[src/rtl/fetch_ctrl.sv]
// fetch_ctrl: instruction fetch controller. Holds the program counter,
// selects the next PC (sequential, branch, jump, register jump), rejects
// next-PC values outside the instruction memory window and parks the block
// in HALT until reset when such a value is seen.
module fetch_ctrl #(
   parameter logic [31:0] RESET_PC = 32'h0000_3000,
   parameter int unsigned IM_WORDS = 1024
) (
   input  logic        clk,
   input  logic        reset,
   input  logic        stall,
   input  logic [1:0]  npc_sel,
   input  logic        branch_taken,
   input  logic [15:0] imm16,
   input  logic [25:0] instr_index,
   input  logic [31:0] jr_target,
   input  logic [31:0] instruction,
   output logic [31:0] im_addr,
   output logic [31:0] if_instr,
   output logic [31:0] if_pc,
   output logic [31:0] if_pc4,
   output logic        if_valid,
   output logic        halted,
   output logic        addr_fault
);

   // Inclusive byte-address window of the instruction memory.
   localparam logic [31:0] PC_LO = RESET_PC;
   localparam logic [31:0] PC_HI = RESET_PC + (32'(IM_WORDS) << 2) - 32'd4;

   typedef enum logic [0:0] {
      ST_RUN  = 1'b0,
      ST_HALT = 1'b1
   } state_t;

   state_t      state_q, state_d;
   logic [31:0] pc_q, pc_d;
   logic [31:0] pc4_q, pc4_d;
   logic        fault_q, fault_d;
   logic        valid_q, valid_d;
   logic        halted_q, halted_d;

   logic [31:0] br_offset;
   logic [31:0] next_pc;
   logic        next_legal;

   // Next-PC candidate from the selected source; pc4_q is always pc_q + 4.
   always_comb begin
      br_offset = {{14{imm16[15]}}, imm16, 2'b00};
      next_pc   = pc4_q;
      case (npc_sel)
         2'b00: next_pc = pc4_q;
         2'b01: begin
            if (branch_taken) begin
               next_pc = pc4_q + br_offset;
            end else begin
               next_pc = pc4_q;
            end
         end
         2'b10:   next_pc = {pc4_q[31:28], instr_index, 2'b00};
         2'b11:   next_pc = jr_target;
         default: next_pc = pc4_q;
      endcase
   end

   // A next PC is legal only if word aligned and inside the memory window;
   // a sequential step off the top word lands above PC_HI and is rejected.
   always_comb begin
      next_legal = (next_pc[1:0] == 2'b00) && (next_pc >= PC_LO) && (next_pc <= PC_HI);
   end

   // RUN/HALT transition and PC update; stall freezes everything in RUN.
   always_comb begin
      state_d = state_q;
      pc_d    = pc_q;
      fault_d = 1'b0;
      case (state_q)
         ST_RUN: begin
            if (stall) begin
               state_d = ST_RUN;
            end else if (next_legal) begin
               pc_d = next_pc;
            end else begin
               state_d = ST_HALT;
               fault_d = 1'b1;
            end
         end
         ST_HALT: begin
            state_d = ST_HALT;
         end
         default: begin
            state_d = ST_HALT;
         end
      endcase
      pc4_d    = pc_d + 32'd4;
      valid_d  = (state_d == ST_RUN);
      halted_d = (state_d == ST_HALT);
   end

   // State and registered outputs; reset forces RUN at RESET_PC immediately.
   always_ff @(posedge clk or posedge reset) begin
      if (reset) begin
         state_q  <= ST_RUN;
         pc_q     <= RESET_PC;
         pc4_q    <= RESET_PC + 32'd4;
         fault_q  <= 1'b0;
         valid_q  <= 1'b1;
         halted_q <= 1'b0;
      end else begin
         state_q  <= state_d;
         pc_q     <= pc_d;
         pc4_q    <= pc4_d;
         fault_q  <= fault_d;
         valid_q  <= valid_d;
         halted_q <= halted_d;
      end
   end

   // Fetched word is forced to zero while not fetching.
   always_comb begin
      if (valid_q) begin
         if_instr = instruction;
      end else begin
         if_instr = 32'h0000_0000;
      end
   end

   assign im_addr    = pc_q;
   assign if_pc      = pc_q;
   assign if_pc4     = pc4_q;
   assign if_valid   = valid_q;
   assign halted     = halted_q;
   assign addr_fault = fault_q;

endmodule

[config.mk]
export PLATFORM = sky130hd
export DESIGN_NAME = fetch_ctrl
export DESIGN_NICKNAME = d
export VERILOG_FILES = /design/src/rtl/fetch_ctrl.sv
export SDC_FILE = /design/constraint.sdc
export NUM_CORES = 1
export LEC_CHECK = 0
export ABC_AREA = 1
export CELL_PAD_IN_SITES_DETAIL_PLACEMENT = 1
export CELL_PAD_IN_SITES_GLOBAL_PLACEMENT = 2
export CORE_ASPECT_RATIO = 2
export CORE_UTILIZATION = 23
export CTS_CLUSTER_SIZE = 20
export DETAILED_ROUTE_END_ITERATION = 12
export PLACE_DENSITY = 0.84
export SLEW_MARGIN = 15
export SYNTH_ARGS = -nofsm -noshare
export SYNTH_HDL_FRONTEND = slang
export SYNTH_SLANG_ARGS = --single-unit
[constraint.sdc]
create_clock -name clk -period 4.5 [get_ports clk]
set_clock_uncertainty 0.05 [all_clocks]
set_input_delay 0.9 -clock clk [delete_from_list [all_inputs] [get_ports clk]]
set_output_delay 0.9 -clock clk [all_outputs]
set_load 0.03 [all_outputs]
Word-level counts from Yosys, hierarchy flattened
Index checks and enable logic that the tools add are counted.
{"block": "totals", "input_bits": 112, "ff_bits": 67, "output_inout_bits": 131}
{"block": "op_classes", "bitwise_logic": 2, "muxes": 10, "reduce_logical": 4, "add_sub_neg": 2, "order_cmp": 2, "eq_ne": 3}
{"cell": "$mux W32", "count": 5}
{"cell": "$pmux W32 S4", "count": 1}
{"cell": "$add A32 B3 Y32 const B", "count": 1}
{"cell": "$add A32 B32 Y32", "count": 1}
{"cell": "$ge A32 B14 Y1 const B", "count": 1}
{"cell": "$le A32 B14 Y1 const B", "count": 1}
{"cell": "$eq A2 B2 Y1 const B", "count": 2}
{"cell": "$logic_not A2 Y1", "count": 2}
{"cell": "$mux W1", "count": 3}
{"cell": "$eq A2 B1 Y1 const B", "count": 1}
{"cell": "$logic_and A1 B1 Y1", "count": 2}
{"cell": "$not A1 Y1", "count": 2}
{"cell": "$pmux W1 S2", "count": 1}

Logic depth before layout (Yosys ltp)
{"block": "depth", "depth_word": 10, "depth_mapped": 30}

Worst setup path after synthesis
No wires, ideal clock.
{"block": "synth_timing", "path_type": "input-to-reg", "startpoint": "input imm16[0]", "endpoint": "register pc4_q[30] (netlist: if_pc4[30])", "setup_ns": 0.121, "path_slack_ns": 0.266, "n_path_buf": 0, "arrival_time_ns": 4.063, "path_stages": 25, "path_cell_list": "ha_1 -> fa_1 -> nand3_1 -> nand3_1 -> nand3_1 -> nand3_1 -> nand2_1 -> nand2_1 -> nand2_1 -> nand3_1 -> nand2_1 -> nand2_1 -> nor2_2 -> nand2_1 -> nor2_1 -> nand3_1 -> nor2_4 -> nand4_1 -> nand2_1 -> ha_1 -> nand3_1 -> nor2_4 -> nand3_1 -> o21ai_1 -> nand2_1"}
{"block": "synth_via", "elab_chain_len": 10}
{"element": "start: declaration", "line": "14", "text": "input logic [15:0] imm16,"}
{"element": "$add A32 B32 Y32 *", "line": "55", "text": "next_pc = pc4_q + br_offset;"}
{"element": "$mux W32 *", "line": "54", "text": "if (branch_taken) begin"}
{"element": "$pmux W32 S4 *", "line": "51", "text": "case (npc_sel)"}
{"element": "$ge A32 B14 Y1", "line": "69", "text": "next_legal = (next_pc[1:0] == 2'b00) && (next_pc >= PC_LO) && (next_pc <= PC_HI);"}
{"element": "$logic_and A1 B1 Y1 (2 in a row)", "line": "69"}
{"element": "$mux W32 *", "line": "81", "text": "end else if (next_legal) begin"}
{"element": "$mux W32 *", "line": "79", "text": "if (stall) begin"}
{"element": "$mux W32 *", "line": "77", "text": "case (state_q)"}
{"element": "via pc_d[3]", "line": "37", "text": "logic [31:0] pc_q, pc_d;"}
{"element": "$add A32 B3 Y32 *", "line": "95", "text": "pc4_d = pc_d + 32'd4;"}
{"element": "via pc4_d[30]", "line": "38", "text": "logic [31:0] pc4_q, pc4_d;"}
{"element": "end signal: assignment", "line": "105", "text": "pc4_q <= RESET_PC + 32'd4;"}
{"element": "end signal: assignment", "line": "112", "text": "pc4_q <= pc4_d;"}
{"element": "end: declaration", "line": "38"}
The timed path passes the listed nets; every way through them passes the cells marked *.

Worst setup path in the final report
{"block": "layout_timing", "startpoint": "input imm16[15]", "endpoint": "register pc4_q[22] (netlist: if_pc4[22])"}
{"block": "layout_via", "elab_chain_len": 10}
{"element": "$add A32 B32 Y32 *", "line": "55"}
{"element": "$mux W32 *", "line": "54"}
{"element": "$pmux W32 S4 *", "line": "51"}
{"element": "$ge A32 B14 Y1", "line": "69"}
{"element": "$logic_and A1 B1 Y1", "line": "69"}
{"element": "$logic_and A1 B1 Y1 *", "line": "69"}
{"element": "$mux W32 *", "line": "81"}
{"element": "$mux W32 *", "line": "79"}
{"element": "$mux W32 *", "line": "77"}
{"element": "via pc_d[11]", "line": "37"}
{"element": "$add A32 B3 Y32 *", "line": "95"}
{"element": "via pc4_d[22]", "line": "38"}
Marks and branches as above.

==> flow_summary.json <==
{
  "status": "complete, no violations",
  "timing.critical_path.mode_cell": "nand2_2",
  "ys_seq_elements": 65,
  "slew_viol_final": 0,
  "max_stage_delay_ns": 0.26,
  "post-route-drc-count": 0,
  "clkSinkCount": 65,
  "worst_pin_slew_ns": 0.883,
  "fillers": 4074,
  "die_w_um": 129,
  "dp_hpwl_um": 34600,
  "path_class": "primary input to flip-flop",
  "vias": 10200,
  "met2_length_um": 24000,
  "path_clk_slew_ns": 0.06,
  "crit_slowest_cell": "ha_4",
  "layout-drive-gt1-share_pct": 30.0,
  "dpl.cell_count": 2128,
  "grt_pass1_wl_um": 62000,
  "synth_warnings": 0,
  "path_max_fanout": 10,
  "drv_cap": 0,
  "crit_buf_inv": 8,
  "antenna_found_initial": 0,
  "setup_viol": 0,
  "syn_nets": 1446,
  "wirelength_met1_um": 13600,
  "top_layer": "met4",
  "start_util_pct": 23.4,
  "post_synth.cell_area_avg_um2": 5.66,
  "whs_ns": 0.488,
  "clock_latency_ns": 0.34,
  "overflow": 0,
  "place_area_mm2": 0.0117,
  "period_needed_ns": 4.36,
  "crit_required_ns": 4.73,
  "multi_input_area_mm2": 0.00552,
  "yosysSeqAreaShare_pct": 22.2,
  "reg2reg_to": "if_pc4[22]",
  "final_common_cell": "nand2_1",
  "first_iter_violations": 287,
  "synth_cell_types": 36,
  "io_buffers": 242,
  "r2r_slack_ns": 0.46,
  "rr_worst_depth": 30,
  "die-area_mm2": 0.0328,
  "finalNetCount": 1903,
  "io-pin-count": 243,
  "die_y_um": 255,
  "syn2layout_area_growth_pct": 83.5,
  "wl_met3_um": 989,
  "power.density_mw_per_mm2": 142,
  "diodes": 0,
  "cts_buffer_depth": 2,
  "cts_buffers": 9,
  "h-tree-depth": 3,
  "postLayoutCellArea_mm2": 0.0135,
  "clockRootBuffer": "clkbuf_16",
  "finalHoldViolations": 0,
  "drt_pass1_iterations": 4,
  "timing.final.crit_share_pct": 96.8,
  "final_cell_mix": "nand2_1 (394), buf_4 (243), inv_1 (228), clkdlybuf4s50_1 (226), nand3_1 (94)",
  "hold_end": "addr_fault",
  "grt.total_usage_pct": 25.7,
  "p_leak_nw": 7.04,
  "synthCells": 1303,
  "finalSetupTns_ns": 0,
  "totalWireLength_um": 42200,
  "netlist_area_mm2": 0.00737,
  "wl_per_cell_um": 19.3,
  "holdBufCountCts": 0,
  "stdcell_count": 2188,
  "crit_start": "imm16[15]",
  "cts_tree": "yes",
  "place_congestion": 0.940,
  "min-delay-start": "halted",
  "max_freq_mhz": 230,
  "final_antenna_net_count": 0,
  "core_mm2": 0.0315,
  "vdd_ir_drop_max_uv": 152,
  "total_power_mw": 1.92,
  "crit_path_start_kind": "primary input",
  "regArea_mm2": 0.00163,
  "via_per_inst": 4.64,
  "grt_pass1_vias": 11000,
  "slew_headroom_pct": 41.2,
  "std_cell_rows": 92,
  "grt_start_max_net_pins": 66,
  "arrival_ns": 4.58,
  "whs_path_depth": 1,
  "crit_family": "simple AND/OR/NAND/NOR gates",
  "hold_class": "flip-flop to flip-flop",
  "r2r_start": "if_pc4[12]",
  "crit_path_end_kind": "flip-flop"
}
## cells by family (layout without fill, tap and decap cells)
| family | Yosys count | in the layout | share of synthesized area [%] |
|---|---|---|---|
| and+or+nand+nor | 799 | 799 | 46.8 |
| buffers and inverters | 306 | 768 | 17.5 |
| AOI/OAI and AO/OA | 86 | 86 | 6.30 |
| DFF | 65 | 65 | 22.2 |
| adders and majority gates | 31 | 31 | 5.36 |
| xor gates and xnor gates | 16 | 16 | 1.90 |
## layout make-up
class | count | share of cell area, %
multi-input combinational | 932 | 40.8
sequential | 65 | 12.1
clock inverter | 5 | 0.573
timing repair buffer | 508 | 34.0
clock buffer | 11 | 1.87
tap | 423 | 3.91
inverter | 244 | 6.77
## stage by stage
| step | worst slack (ns) | utilization, % |
|---|---|---|
| after floorplan | 0.266 | - |
| after global placement | -0.897 | 37.1 |
| after detailed placement | -1.06 | 37.1 |
| after CTS | 0.00121 | 41.4 |
| after global routing | -0.0404 | 42.9 |
| final | 0.144 | 42.9 |
## routing by layer
metal  vias up  global-route usage [%]
met5         -                       0
met4         0                    21.8
met3       131                    1.84
met2       249                    51.2
met1      4905                    22.7
li1       4871                       -
## worst register-to-register path, delay by kind of cell (launching register included)
kind                       cells  cell delay (ns)
adders and majority gates      1             0.22
and+or+nand+nor               21             2.05
AOI/OAI and AO/OA              1             0.15
buffers and inverters          7             0.91
DFF                            1             0.59
## report_power, final
| group | switching (mW) | total (mW) | internal, mW |
|---|---|---|---|
| Sequential | 0.0000676 | 0.585 | 0.585 |
| Combinational | 0.282 | 0.545 | 0.263 |
| Clock | 0.274 | 0.787 | 0.513 |
## flip-flops by register name (all words and copies together) (netlist names)
register / count
if_pc4: 32
addr_fault: 1
halted: 1
if_valid: 1
if_pc: 30
## repair_timing
| item | CTS | global route |
|---|---|---|
| setup endpoints to repair | 28 | 28 |
| setup buffers | 28 | 18 |
| gates cloned | 2 | 0 |
| resized for setup | 170 | 113 |
| pin swaps | 48 | 75 |
## cell usage after synthesis
master | number | share of area (%)
nor2_2 | 12 | 1.0
a21boi_1 | 1 | 0.10
nor3_2 | 2 | 0.27
inv_2 | 8 | 0.41
clkinv_1 | 2 | 0.10
dfstp_2 | 6 | 2.1
o21ai_1 | 4 | 0.27
and2_1 | 2 | 0.17
nand2_2 | 18 | 1.5
o22ai_1 | 2 | 0.17
nor3_1 | 8 | 0.54
o221ai_1 | 2 | 0.24
dfrtp_1 | 59 | 20
o211ai_1 | 5 | 0.51
a31oi_1 | 1 | 0.085
nand3b_1 | 8 | 0.81
nand2_1 | 466 | 24
clkbuf_1 | 14 | 0.71
o21a_1 | 2 | 0.20
ha_1 | 30 | 5.1
xnor2_1 | 8 | 0.95
nand3_2 | 1 | 0.14
buf_2 | 8 | 0.54
fa_1 | 1 | 0.27
buf_4 | 35 | 3.6
nor3_4 | 1 | 0.22
nor2_1 | 119 | 6.1
nor2_4 | 9 | 1.4
nand4_1 | 30 | 2.5
xor2_1 | 8 | 0.95
o21ai_0 | 22 | 1.5
a21oi_1 | 46 | 3.1
buf_1 | 5 | 0.25
nand3_1 | 123 | 8.4
o21bai_1 | 1 | 0.10
inv_1 | 234 | 12
## worst max path at each step
| stage | cells past startpoint | slack (ns) | end |
|---|---|---|---|
| after CTS | 27 | 0.001 | if_pc4[22] |
| after detailed placement | 27 | -1.06 | if_pc4[30] |
| final | 29 | 0.14 | if_pc4[22] |
| after global routing | 33 | -0.04 | if_pc4[28] |
| after floorplan | 25 | 0.27 | if_pc4[30] |
| after global placement | 28 | -0.90 | if_pc4[28] |
(Power assumes the default switching activity.)
